<file path="src/rtl/voice_mixer.sv">
// voice_mixer: per-sample frame sequencer and mixer in front of the filter stages.
// On each sample tick the shared multi_voice generator is run once per voice
// (start, wait for ready, capture). Each captured wave is re-centred to signed,
// scaled by that voice's volume and accumulated; the saturated sum is presented
// on sample_o with a one-cycle sample_valid_o strobe.
//
// Handshake with multi_voice: mv_start_o is a one-cycle request, and the mv_*
// config outputs are valid from that cycle up to and including the cycle where
// mv_ready_i is seen. mv_ready_i is a one-cycle done strobe qualifying
// mv_wave_i, and it is only honoured while waiting for the active voice.
module voice_mixer #(
    parameter int NUM_VOICES = 3,
    parameter int VOL_W      = 4
) (
    input  logic                        clk_i,
    input  logic                        rst_ni,
    input  logic                        sample_tick_i,
    input  logic [NUM_VOICES*16-1:0]    freq_word_i,
    input  logic [NUM_VOICES*12-1:0]    pw_word_i,
    input  logic [NUM_VOICES*4-1:0]     wave_sel_i,
    input  logic [NUM_VOICES*VOL_W-1:0] vol_i,
    output logic                        mv_start_o,
    output logic [1:0]                  mv_act_voice_o,
    output logic [15:0]                 mv_freq_word_o,
    output logic [11:0]                 mv_pw_word_o,
    output logic [3:0]                  mv_wave_sel_o,
    input  logic                        mv_ready_i,
    input  logic [9:0]                  mv_wave_i,
    output logic [15:0]                 sample_o,
    output logic                        sample_valid_o,
    output logic                        overrun_o
);

    // Scaled term: 11-bit signed wave times (VOL_W+1)-bit signed volume.
    localparam int PROD_W = VOL_W + 12;
    // Two guard bits cover up to four voices; never narrower than 18 bits.
    localparam int ACC_W  = (PROD_W + 2 > 18) ? PROD_W + 2 : 18;
    localparam logic [1:0] LAST_IDX = 2'(NUM_VOICES - 1);

    typedef enum logic [1:0] {
        ST_IDLE  = 2'd0,
        ST_START = 2'd1,
        ST_WAIT  = 2'd2
    } state_t;

    state_t                        state_q, state_d;
    logic [1:0]                    idx_q, idx_d;
    logic signed [ACC_W-1:0]       acc_q, acc_d;
    logic [NUM_VOICES*16-1:0]      freq_sh_q, freq_sh_d;
    logic [NUM_VOICES*12-1:0]      pw_sh_q, pw_sh_d;
    logic [NUM_VOICES*4-1:0]       sel_sh_q, sel_sh_d;
    logic [NUM_VOICES*VOL_W-1:0]   vol_sh_q, vol_sh_d;
    logic [1:0]                    act_q, act_d;
    logic [15:0]                   freq_q, freq_d;
    logic [11:0]                   pw_q, pw_d;
    logic [3:0]                    sel_q, sel_d;
    logic [15:0]                   sample_q, sample_d;
    logic                          valid_q, valid_d;
    logic                          overrun_q, overrun_d;

    logic [1:0]                    nxt_idx;
    logic [VOL_W-1:0]              vol_cur;
    logic signed [10:0]            centred;
    logic signed [VOL_W:0]         vol_s;
    logic signed [PROD_W-1:0]      term;
    logic signed [ACC_W-1:0]       sum;
    logic [15:0]                   sum_sat;

    // Datapath: re-centre the captured wave, scale by volume, add to the running sum.
    always_comb begin
        nxt_idx = idx_q + 2'd1;
        vol_cur = vol_sh_q[idx_q*VOL_W +: VOL_W];
        centred = $signed({1'b0, mv_wave_i}) - 11'sd512;
        vol_s   = $signed({1'b0, vol_cur});
        term    = centred * vol_s;
        sum     = acc_q + {{(ACC_W-PROD_W){term[PROD_W-1]}}, term};
        // Saturate when the bits above bit 15 are not a pure sign extension.
        if (!sum[ACC_W-1] && (|sum[ACC_W-2:15])) begin
            sum_sat = 16'h7FFF;
        end else if (sum[ACC_W-1] && !(&sum[ACC_W-2:15])) begin
            sum_sat = 16'h8000;
        end else begin
            sum_sat = sum[15:0];
        end
    end

    // Next-state logic: frame sequencing, snapshot, voice advance, final sample.
    always_comb begin
        state_d   = state_q;
        idx_d     = idx_q;
        acc_d     = acc_q;
        freq_sh_d = freq_sh_q;
        pw_sh_d   = pw_sh_q;
        sel_sh_d  = sel_sh_q;
        vol_sh_d  = vol_sh_q;
        act_d     = act_q;
        freq_d    = freq_q;
        pw_d      = pw_q;
        sel_d     = sel_q;
        sample_d  = sample_q;
        valid_d   = 1'b0;
        overrun_d = overrun_q;

        case (state_q)
            ST_IDLE: begin
                if (sample_tick_i) begin
                    freq_sh_d = freq_word_i;
                    pw_sh_d   = pw_word_i;
                    sel_sh_d  = wave_sel_i;
                    vol_sh_d  = vol_i;
                    acc_d     = '0;
                    idx_d     = 2'd0;
                    act_d     = 2'd0;
                    freq_d    = freq_word_i[15:0];
                    pw_d      = pw_word_i[11:0];
                    sel_d     = wave_sel_i[3:0];
                    state_d   = ST_START;
                end
            end
            ST_START: begin
                state_d = ST_WAIT;
            end
            ST_WAIT: begin
                if (mv_ready_i) begin
                    acc_d = sum;
                    if (idx_q != LAST_IDX) begin
                        idx_d   = nxt_idx;
                        act_d   = nxt_idx;
                        freq_d  = freq_sh_q[nxt_idx*16 +: 16];
                        pw_d    = pw_sh_q[nxt_idx*12 +: 12];
                        sel_d   = sel_sh_q[nxt_idx*4 +: 4];
                        state_d = ST_START;
                    end else begin
                        sample_d = sum_sat;
                        valid_d  = 1'b1;
                        act_d    = 2'd0;
                        freq_d   = 16'd0;
                        pw_d     = 12'd0;
                        sel_d    = 4'd0;
                        state_d  = ST_IDLE;
                    end
                end
            end
            default: begin
                state_d = ST_IDLE;
            end
        endcase

        // A tick that arrives mid-frame is dropped but remembered until reset.
        if (sample_tick_i && (state_q != ST_IDLE)) begin
            overrun_d = 1'b1;
        end
    end

    // State and datapath registers; reset abandons any frame in progress.
    always_ff @(posedge clk_i or negedge rst_ni) begin
        if (!rst_ni) begin
            state_q   <= ST_IDLE;
            idx_q     <= 2'd0;
            acc_q     <= '0;
            freq_sh_q <= '0;
            pw_sh_q   <= '0;
            sel_sh_q  <= '0;
            vol_sh_q  <= '0;
            act_q     <= 2'd0;
            freq_q    <= 16'd0;
            pw_q      <= 12'd0;
            sel_q     <= 4'd0;
            sample_q  <= 16'd0;
            valid_q   <= 1'b0;
            overrun_q <= 1'b0;
        end else begin
            state_q   <= state_d;
            idx_q     <= idx_d;
            acc_q     <= acc_d;
            freq_sh_q <= freq_sh_d;
            pw_sh_q   <= pw_sh_d;
            sel_sh_q  <= sel_sh_d;
            vol_sh_q  <= vol_sh_d;
            act_q     <= act_d;
            freq_q    <= freq_d;
            pw_q      <= pw_d;
            sel_q     <= sel_d;
            sample_q  <= sample_d;
            valid_q   <= valid_d;
            overrun_q <= overrun_d;
        end
    end

    // Outputs: start pulse decoded from state, everything else straight from registers.
    always_comb begin
        mv_start_o     = (state_q == ST_START);
        mv_act_voice_o = act_q;
        mv_freq_word_o = freq_q;
        mv_pw_word_o   = pw_q;
        mv_wave_sel_o  = sel_q;
        sample_o       = sample_q;
        sample_valid_o = valid_q;
        overrun_o      = overrun_q;
    end

endmodule
</file>
<file path="config.mk">
export PLATFORM = sky130hd
export DESIGN_NAME = voice_mixer
export DESIGN_NICKNAME = d
export VERILOG_FILES = /design/src/rtl/voice_mixer.sv
export SDC_FILE = /design/constraint.sdc
export NUM_CORES = 1
export LEC_CHECK = 0
export CAP_MARGIN = 20
export CORE_MARGIN = 10
export CORE_UTILIZATION = 54
export DETAILED_ROUTE_END_ITERATION = 12
export PLACE_DENSITY = 0.83
export SYNTH_ARGS = -nofsm -noshare
export SYNTH_HDL_FRONTEND = slang
export SYNTH_SLANG_ARGS = --single-unit
</file>
<file path="constraint.sdc">
create_clock -name clk_i -period 10.12 [get_ports clk_i]
set_input_delay 2.024 -clock clk_i [delete_from_list [all_inputs] [get_ports clk_i]]
set_output_delay 2.024 -clock clk_i [all_outputs]
set_load 0.03 [all_outputs]
</file>
# Yosys cells after proc, flatten, opt, wreduce, memory -nomap -nowiden
# Index checks and enable logic that the tools add are counted.
# W data, S select, Z words.
[word_totals] reg_bits=182 latch_bits=0 ram_bits=0 romBits=0 inputBits=122 out_inout_bits=53 n_memories=0
[op_classes] addsub=3 n_mul=2 div=0 n_lt_le_gt_ge=0 eq_ne=6 shift=4 mux=31 n_bitwise=1 reduce_logical=15
[ops] cell="$mux W16" count=5
[ops] cell="$shiftx A48 B7 Y16" count=1
[ops] cell="$mux W12" count=3
[ops] cell="$mux W18" count=2
[ops] cell="$pmux W18 S2" count=1
[ops] cell="$shiftx A36 B7 Y12" count=1
[ops] cell="$pmux W16 S2" count=1
[ops] cell="$pmux W12 S2" count=1
[ops] cell="$shiftx A12 B5 Y4" count=2
[ops] cell="$add A18 B18 Y18" count=1
[ops] cell="$mul A11 B5 Y16" count=1
[ops] cell="$mux W2" count=7
[ops] cell="$mux W4" count=3
[ops] cell="$sub A10 B10 Y11 const B" count=1
[ops] cell="$ne A2 B2 Y1 const B" count=4
[ops] cell="$pmux W2 S2" count=2
[ops] cell="$pmux W4 S2" count=1
[ops] cell="$pmux W2 S3" count=1
[ops] cell="$reduce_and A2 Y1" count=3
[ops] cell="$reduce_and A3 Y1" count=2
[ops] cell="$mul A2 B2 Y4 const B" count=1
[ops] cell="$mux W1" count=4
[ops] cell="$reduce_and A4 Y1" count=1
[ops] cell="$reduce_bool A2 Y1" count=2
[ops] cell="other kinds (8)" count=11

# Logic depth before layout (Yosys ltp)
# Gate-level depths: netlist of run 1.
[depth] word_depth=8 ltp_mapped=30 ltp_nobuf=28

# Worst setup path before layout of run 1
# Ideal clock, no wire load.
[synth_path] kind="input port to flip-flop" startpoint="in mv_wave_i[2]" endpoint="reg sample_q[5], in the netlist sample_o[5]" setup_ns=0.124 arrival_ns=7.223 required_ns=9.996 slack_ns=2.773 path_stages=25 cell_sequence="and2_1 ha_1 inv_1 fa_1 fa_1 inv_1 ha_1 a21o_1 a21oi_1 o21bai_1 a21oi_1 o21bai_1 a41o_2 o41ai_1 xnor2_1 ha_1 and3_1 a221o_1 a31oi_1 nand2_1 a21oi_1 xnor3_2 a21oi_4 buf_6 a21oi_1"
[synth_between] elab_chain_cells=8 word_cells_on_any_way=11 classes_between="2 x add/sub; 1 x mul; 2 x mux; 6 x reduce/logical"
[synth_rtl] item="from (decl)" line_no="28" text="input logic [9:0] mv_wave_i,"
[synth_rtl] item="$sub A10 B10 Y11 (*)" line_no="73" text="centred = $signed({1'b0, mv_wave_i}) - 11'sd512;"
[synth_rtl] item="$mul A11 B5 Y16 (*)" line_no="75" text="term = centred * vol_s;"
[synth_rtl] item="$add A18 B18 Y18 (*)" line_no="76" text="sum = acc_q + {{(ACC_W-PROD_W){term[PROD_W-1]}}, term};"
[synth_rtl] item="$reduce_and A2 Y1" line_no="80" text="end else if (sum[ACC_W-1] && !(&sum[ACC_W-2:15])) begin"
[synth_rtl] item="$logic_not A1 Y1" line_no="80"
[synth_rtl] item="$logic_and A1 B1 Y1" line_no="80"
[synth_rtl] item="$mux W16" line_no="80"
[synth_rtl] item="$mux W16 (*)" line_no="78" text="if (!sum[ACC_W-1] && (|sum[ACC_W-2:15])) begin"
[synth_rtl] item="to (signal assigned)" line_no="184" text="sample_q <= sample_d;"
[synth_rtl] item="to (decl)" line_no="57" text="logic [15:0] sample_q, sample_d;"
# Every way passes the cells marked *; elsewhere a longest branch is shown, timed or not.
# A chain may end at the register's enable or synchronous reset.

# Final worst setup path of run 1
[layout_path] startpoint="in mv_wave_i[2]" endpoint="reg sample_q[13], in the netlist sample_o[13]"
# Same word-level chain as after synthesis.

==> impl_metrics.csv, run 1 <==
group,metric,value,unit
synth,netlist_top_cells_count,"dfrtp_1 (182), mux2_2 (109), nor2_1 (100), o21ai_0 (64), nand2_1 (59)",
hold_path,hold_end,"overrun_o$_DFFE_PN0P_",
synth,synth_adder_area_share,10.7,%
cts,cts.sinks,182,
hold_path,holdPathStages,1,
critical_path,critPathKind,"in -> reg",
synth,synth_edf_count,0,
global_route,grt_max_degree,110,
critical_path,critical_path_arrival,8510,ps
cts,htreeDepth,4,
die,die_area,24900,sq um
job,maxCapViolations,0,
synth,ys_warn_count,0,
global_route,antenna_found_initial,1,
synth,synth_cell_types,52,
outcome,status,"completed",
finish,fillers,1376,
hold_path,hp-class,"reg -> reg",
die,io_pins,175,
cts,clock_latency,430,ps
drt,num_vias,7893,
critical_path,worst_ep_required_time,10470,ps
finish,fin_cells,1364,
place,dp.cells,1329,
die,coreArea,18700,sq um
synth,synth.avg_cell_area,10.7,sq um
drt,ant_nets,0,
sta,rsz0062_at_grt,"no",
sta,clock_skew,11.0,ps
synth,synth-simple-area-share,10.1,%
place,portBuffers,174,
critical_path,r2r_end,"sample_o[13]$_DFFE_PN0P_",
synth,synth_ff_type,"dfrtp_1",
finish,syn2layout_area_growth,24.6,%
drt,route.detailed.wl_per_inst,19.1,um
cts,cts_setup_buffers,0,
sta,hold_violations,0,
finish,final_nets,1311,
cts,hold_buffers,0,
drt,vias_per_cell,5.79,
synth,synthesis.nets,1154,
sta,finalSetupTns,0,ps
sta,setup_violations,0,
critical_path,crit_path_start,"mv_wave_i[2]",
drt,wl,26000,um
global_route,grt-ovfl-total,0,
sta,slew_violations,0,
die,rows,50,
synth,syn-instance-count,958,
global_route,grt_pass1_vias,8304,
place,dp_hpwl,18400,um
critical_path,timing.rr.start,"idx_q[0]$_DFFE_PN0P_",
synth,synth_top_family_by_area,"multiplexers",
critical_path,endpoint_kind,"register",
synth,synth-async-reset-ratio,100,%
finish,drive_gt1_share,14.5,%
cts,cts_buffer_depth,2,
sta,period_share,80.6,%
sta,max_freq,0.123,GHz
critical_path,crit_path_cell_trace,"clkdlybuf4s50_1 -> and2_1 -> ha_1 -> inv_1 -> fa_1 -> fa_1 -> inv_1 -> ha_1 -> a21o_1 -> a21oi_1 -> o21bai_1 -> a21oi_1 -> o21bai_1 -> a41o_2 -> o41ai_1 -> xnor2_1 -> ha_1 -> a21o_1 -> or2_2 -> a211oi_1 -> o21ai_0 -> a211oi_2 -> o21ai_0 -> a21oi_1",
global_route,grt_usage,21.2,%
cts,clock-root-buffer,"clkbuf_16",
critical_path,reg2reg_slack,2780,ps
synth,synth_compound_area_share,13.1,%
sta,tightestPinTransition,996,ps
synth,synth_top_area_share,44.5,%
synth,synth_xor_area_share,1.94,%
drt,drc,0,
critical_path,crit_path_top_delay_cell,"a211oi_2",
die,die_x,158,um
critical_path,reg2reg_depth,27,
die,initial_core_util,54.7,%
sta,period_needed,8160,ps
critical_path,critPathLaunchType,"input port",
sta,setup_slack,1960,ps
critical_path,cpPeakStageDelay,710,ps
synth,ys_ff_latch,182,
global_route,grt_pass1_wl,42100,um
cts,clk_pin_slew_worst_paths,70,ps
sta,slew_headroom,33.6,%
drt,dr.pass1.iters,5,
cts,cts_tree,"done",
synth,synth_top_cell_by_area,"dfrtp_1",
synth,yosysSeqAreaShare,44.5,%
place,place.gp.congestion,0.902,
synth,synth_mux_area_share,15.6,%
place,dpl_worst_slack,1690,ps
synth,synthMostInstantiatedCell,"dfrtp_1",
synth,yosys-top-cells-area,"dfrtp_1 (44%), mux2_2 (12%), ha_1 (6.2%)",
synth,synth_area,10200,sq um
cts,cts_resized,0,
drt,first_iter_violations,544,
critical_path,worstPathMaxFanout,15,
die,die_h,158,um
cts,cts_buffers,17,
hold_path,hold_path.startpoint,"overrun_o$_DFFE_PN0P_",
==> per-stage QoR <==
stage	util (%)	instance area [sq um]	hold slack (ps)
floorplan	-	10200	452
global placement	65.0	12200	451
detailed placement	65.0	12200	451
CTS	68.0	12700	478
global route	68.2	12700	492
finish	68.2	12800	473
==> cell type report <==
class	instances	area, sq um	area share [%]
flip-flops and latches	182	4550	35.7
inverters	55	206	1.62
diodes	2	5.00	0.0392
clock buffers	22	474	3.72
multi-input cells	675	5300	41.5
repair buffers	184	1840	14.4
well taps	234	293	2.30
clock inverters	10	86.3	0.677
==> sequential cells by signal, summed over array words and instances, names as in the netlist, 12 cells and up <==
register,flops
vol_sh_q,12
freq_sh_q,48
mv_pw_word_o,12
sel_sh_q,12
pw_sh_q,36
mv_freq_word_o,16
acc_q,18
sample_o,16
==> routing by layer <==
layer,global-route usage [%],vias up,part of all wire [%]
li1,-,3670,-
met1,26.5,3900,41
met2,32.8,280,47
met3,7.60,41,8.9
met4,8.68,2,2.6
met5,0,-,0.058
==> logic make-up (layout without fill, tap and decap cells) <==
group                      Yosys count  count (layout)
and+or+nand+nor                    230             230
DFF                                182             182
xor gates and xnor gates            21              21
buffers and inverters              101             271
other                                0               2
adders and majority gates           74              74
muxes                              146             146
AOI/OAI and AO/OA                  204             204
==> worst max path at each step <==
stage	endpoint	depth (start not counted)
after floorplan	sample_o[5]$_DFFE_PN0P_	25
after global placement	sample_o[2]$_DFFE_PN0P_	24
after detailed placement	sample_o[13]$_DFFE_PN0P_	24
after CTS	sample_o[13]$_DFFE_PN0P_	24
after global routing	sample_o[7]$_DFFE_PN0P_	24
final	sample_o[13]$_DFFE_PN0P_	24
==> worst max-delay path, delay by kind of cell <==
kind	cells	cell delay (ps)
XOR/XNOR	1	170
adder cells (fa/ha/maj)	5	1980
buffers and inverters	3	540
AO/OA/AOI/OAI	13	3300
AND/OR/NAND/NOR	2	480
==> cell usage in the layout (no fill, tap or decap), types with 32 or more instances in the layout <==
master and n:
dfrtp_1 182, clkdlybuf4s50_1 173, mux2_2 109, nor2_1 97, o21ai_0 64, nand2_1 59, inv_1 55, ha_1 50
a21oi_1 40, mux2i_1 37, a221oi_1 32
Power of run 1 is left out: the tool's default activity adds up to more than one toggle a clock period on the data nets, which glitch-free logic cannot reach.
==> run 2: changes to the inputs <==
Settings changed: CORE_UTILIZATION 54 to 49, PLACE_DENSITY 0.83 to 0.8.
Clock period 10.12 ns to 6.8 ns, I/O delays scaled along.
==> run 2 against run 1 <==
Effect of this change:
- routed wire length up 6.7%
- global-route usage down 0.41 points
- clock skew up 7.8 ps
- clock-buffer cell count down 5
- via count up 2.3%
- final cell count up 6.5%
- register-to-register slack worse by 2400 ps
- worst setup slack worse by 1700 ps
- worst hold slack better by 7.4 ps
- final area up 5.0%
==> impl_metrics.csv, run 2 (synthesis gave the netlist of run 1 again) <==
group,metric,value,unit
outcome,status,"completed",
sta,clock_skew,18.7,ps
finish,final_common_cell,"dfrtp_1",
sta,finalSetupTns,0,ps
drt,route.detailed.wl_per_inst,19.1,um
die,die_h,165,um
global_route,grt_max_degree,95,
die,initial_core_util,50.3,%
finish,final_cell_mix,"dfrtp_1 (182), clkdlybuf4s50_1 (169), mux2_2 (109)",
cts,clk_pin_slew_worst_paths,80,ps
critical_path,crit_path_top_delay_cell,"fa_1",
place,portBuffers,174,
die,coreArea,20400,sq um
sta,max_freq,0.152,GHz
critical_path,path_delay_family,"compound AO/OA/AOI/OAI gates",
finish,drive_gt1_share,19.9,%
finish,final_core_util,65.8,%
place,dp.cells,1417,
cts,cts_tree,"done",
global_route,antenna_found_initial,1,
cts,cts_buffers,17,
finish,fin_area,13400,sq um
global_route,grt-ovfl-total,0,
critical_path,cp.depth,25,
hold_path,hp-class,"reg -> reg",
sta,slew_violations,0,
drt,wl,27800,um
global_route,grt_pass1_wl,45000,um
job,maxCapViolations,0,
drt,drc,0,
die,io_pins,175,
cts,cts.sinks,182,
drt,num_vias,8071,
cts,clock_latency,440,ps
critical_path,cp.buffers_inverters,5,
die,die_area,27100,sq um
finish,syn2layout_area_growth,30.8,%
drt,ant_nets,0,
critical_path,critPathKind,"in -> reg",
sta,period_needed,6580,ps
critical_path,endpoint_kind,"register",
drt,vias_per_cell,5.56,
critical_path,critical_path_arrival,6900,ps
finish,fin_cells,1452,
drt,dr.pass1.iters,5,
place,placedInstanceArea,12600,sq um
critical_path,worstPathMaxFanout,7,
drt,first_iter_violations,442,
place,dp_hpwl,19500,um
finish,fillers,1577,
critical_path,worst_ep_required_time,7120,ps
cts,htreeDepth,4,
cts,clock-root-buffer,"clkbuf_16",
sta,slew_headroom,38.6,%
cts,hold_buffers,0,
finish,regMostFlops,"freq_sh_q",
sta,hold_violations,0,
die,rows,52,
global_route,grt_usage,20.8,%
hold_path,holdPathStages,1,
finish,final_nets,1364,
die,die_x,165,um
place,place.gp.congestion,0.867,
global_route,grt_pass1_vias,8702,
critical_path,reg2reg_depth,28,
sta,period_share,96.8,%
finish,largest_registers,"freq_sh_q: 48 flops, pw_sh_q: 36 flops, acc_q: 18 flops",
sta,setup_violations,0,
cts,cts_buffer_depth,2,
sta,tightestPinTransition,918,ps
finish,largest_reg_flops,48,
critical_path,cpPeakStageDelay,540,ps
critical_path,critPathLaunchType,"input port",
[run 2: cell types whose count changed in the layout (fill, tap and decap cells not counted), sizes merged, moves of 4 or more]
cell / previous run / this run
buf: 11 / 63
clkbuf: 22 / 18
clkdlybuf4s50: 173 / 169
clkinv: 2 / 8
dlymetal6s2s: 0 / 4
[run 2: layer usage]
| metal | wire length [um] | global-route usage, % |
|---|---|---|
| met1 | 10900 | 24.1 |
| met2 | 14200 | 35.5 |
| met3 | 2180 | 6.95 |
| met4 | 563 | 7.29 |
| met5 | 0 | 0 |
[run 2: cell type report]
cell class	instances	area, sq um	area share [%]
Antenna cell	1	2.50	0.0187
Tap cell	270	338	2.52
Clock buffer	17	425	3.18
Multi-Input combinational cell	675	5410	40.4
Sequential cell	182	4550	34.0
Inverter	55	206	1.54
Timing Repair Buffer	237	2270	17.0
Clock inverter	15	184	1.37
[run 2: worst paths after layout]
kind	start	to	slack (ps)
min in group asynchronous	rst_ni	sample_o[12]$_DFFE_PN0P_	990
worst max-delay path	mv_wave_i[4]	sample_o[8]$_DFFE_PN0P_	220
worst max register to register	idx_q[1]$_DFFE_PN0P_	sample_o[8]$_DFFE_PN0P_	340
worst min-delay path	overrun_o$_DFFE_PN0P_	overrun_o$_DFFE_PN0P_	480
max in group asynchronous	rst_ni	sel_sh_q[8]$_DFFE_PN0P_	4580
worst min register to register	overrun_o$_DFFE_PN0P_	overrun_o$_DFFE_PN0P_	480
[run 2: stage by stage]
| step | worst slack, ps | hold slack (ps) |
|---|---|---|
| final | 217 | 480 |
| after global routing | -27.3 | 503 |
| after floorplan | 117 | 452 |
| after CTS | 14.0 | 485 |
| after global placement | -373 | 452 |
| after detailed placement | -595 | 467 |
[run 2: repair_timing]
| item | 4_1_cts | 5_1_grt |
|---|---|---|
| setup endpoints to repair | 15 | 18 |
| buffers inserted | 0 | 1 |
| cloned | 0 | 1 |
| pin swaps | 1 | 13 |
| gates resized for setup | 3 | 33 |
Power of run 2 is left out for the same reason.
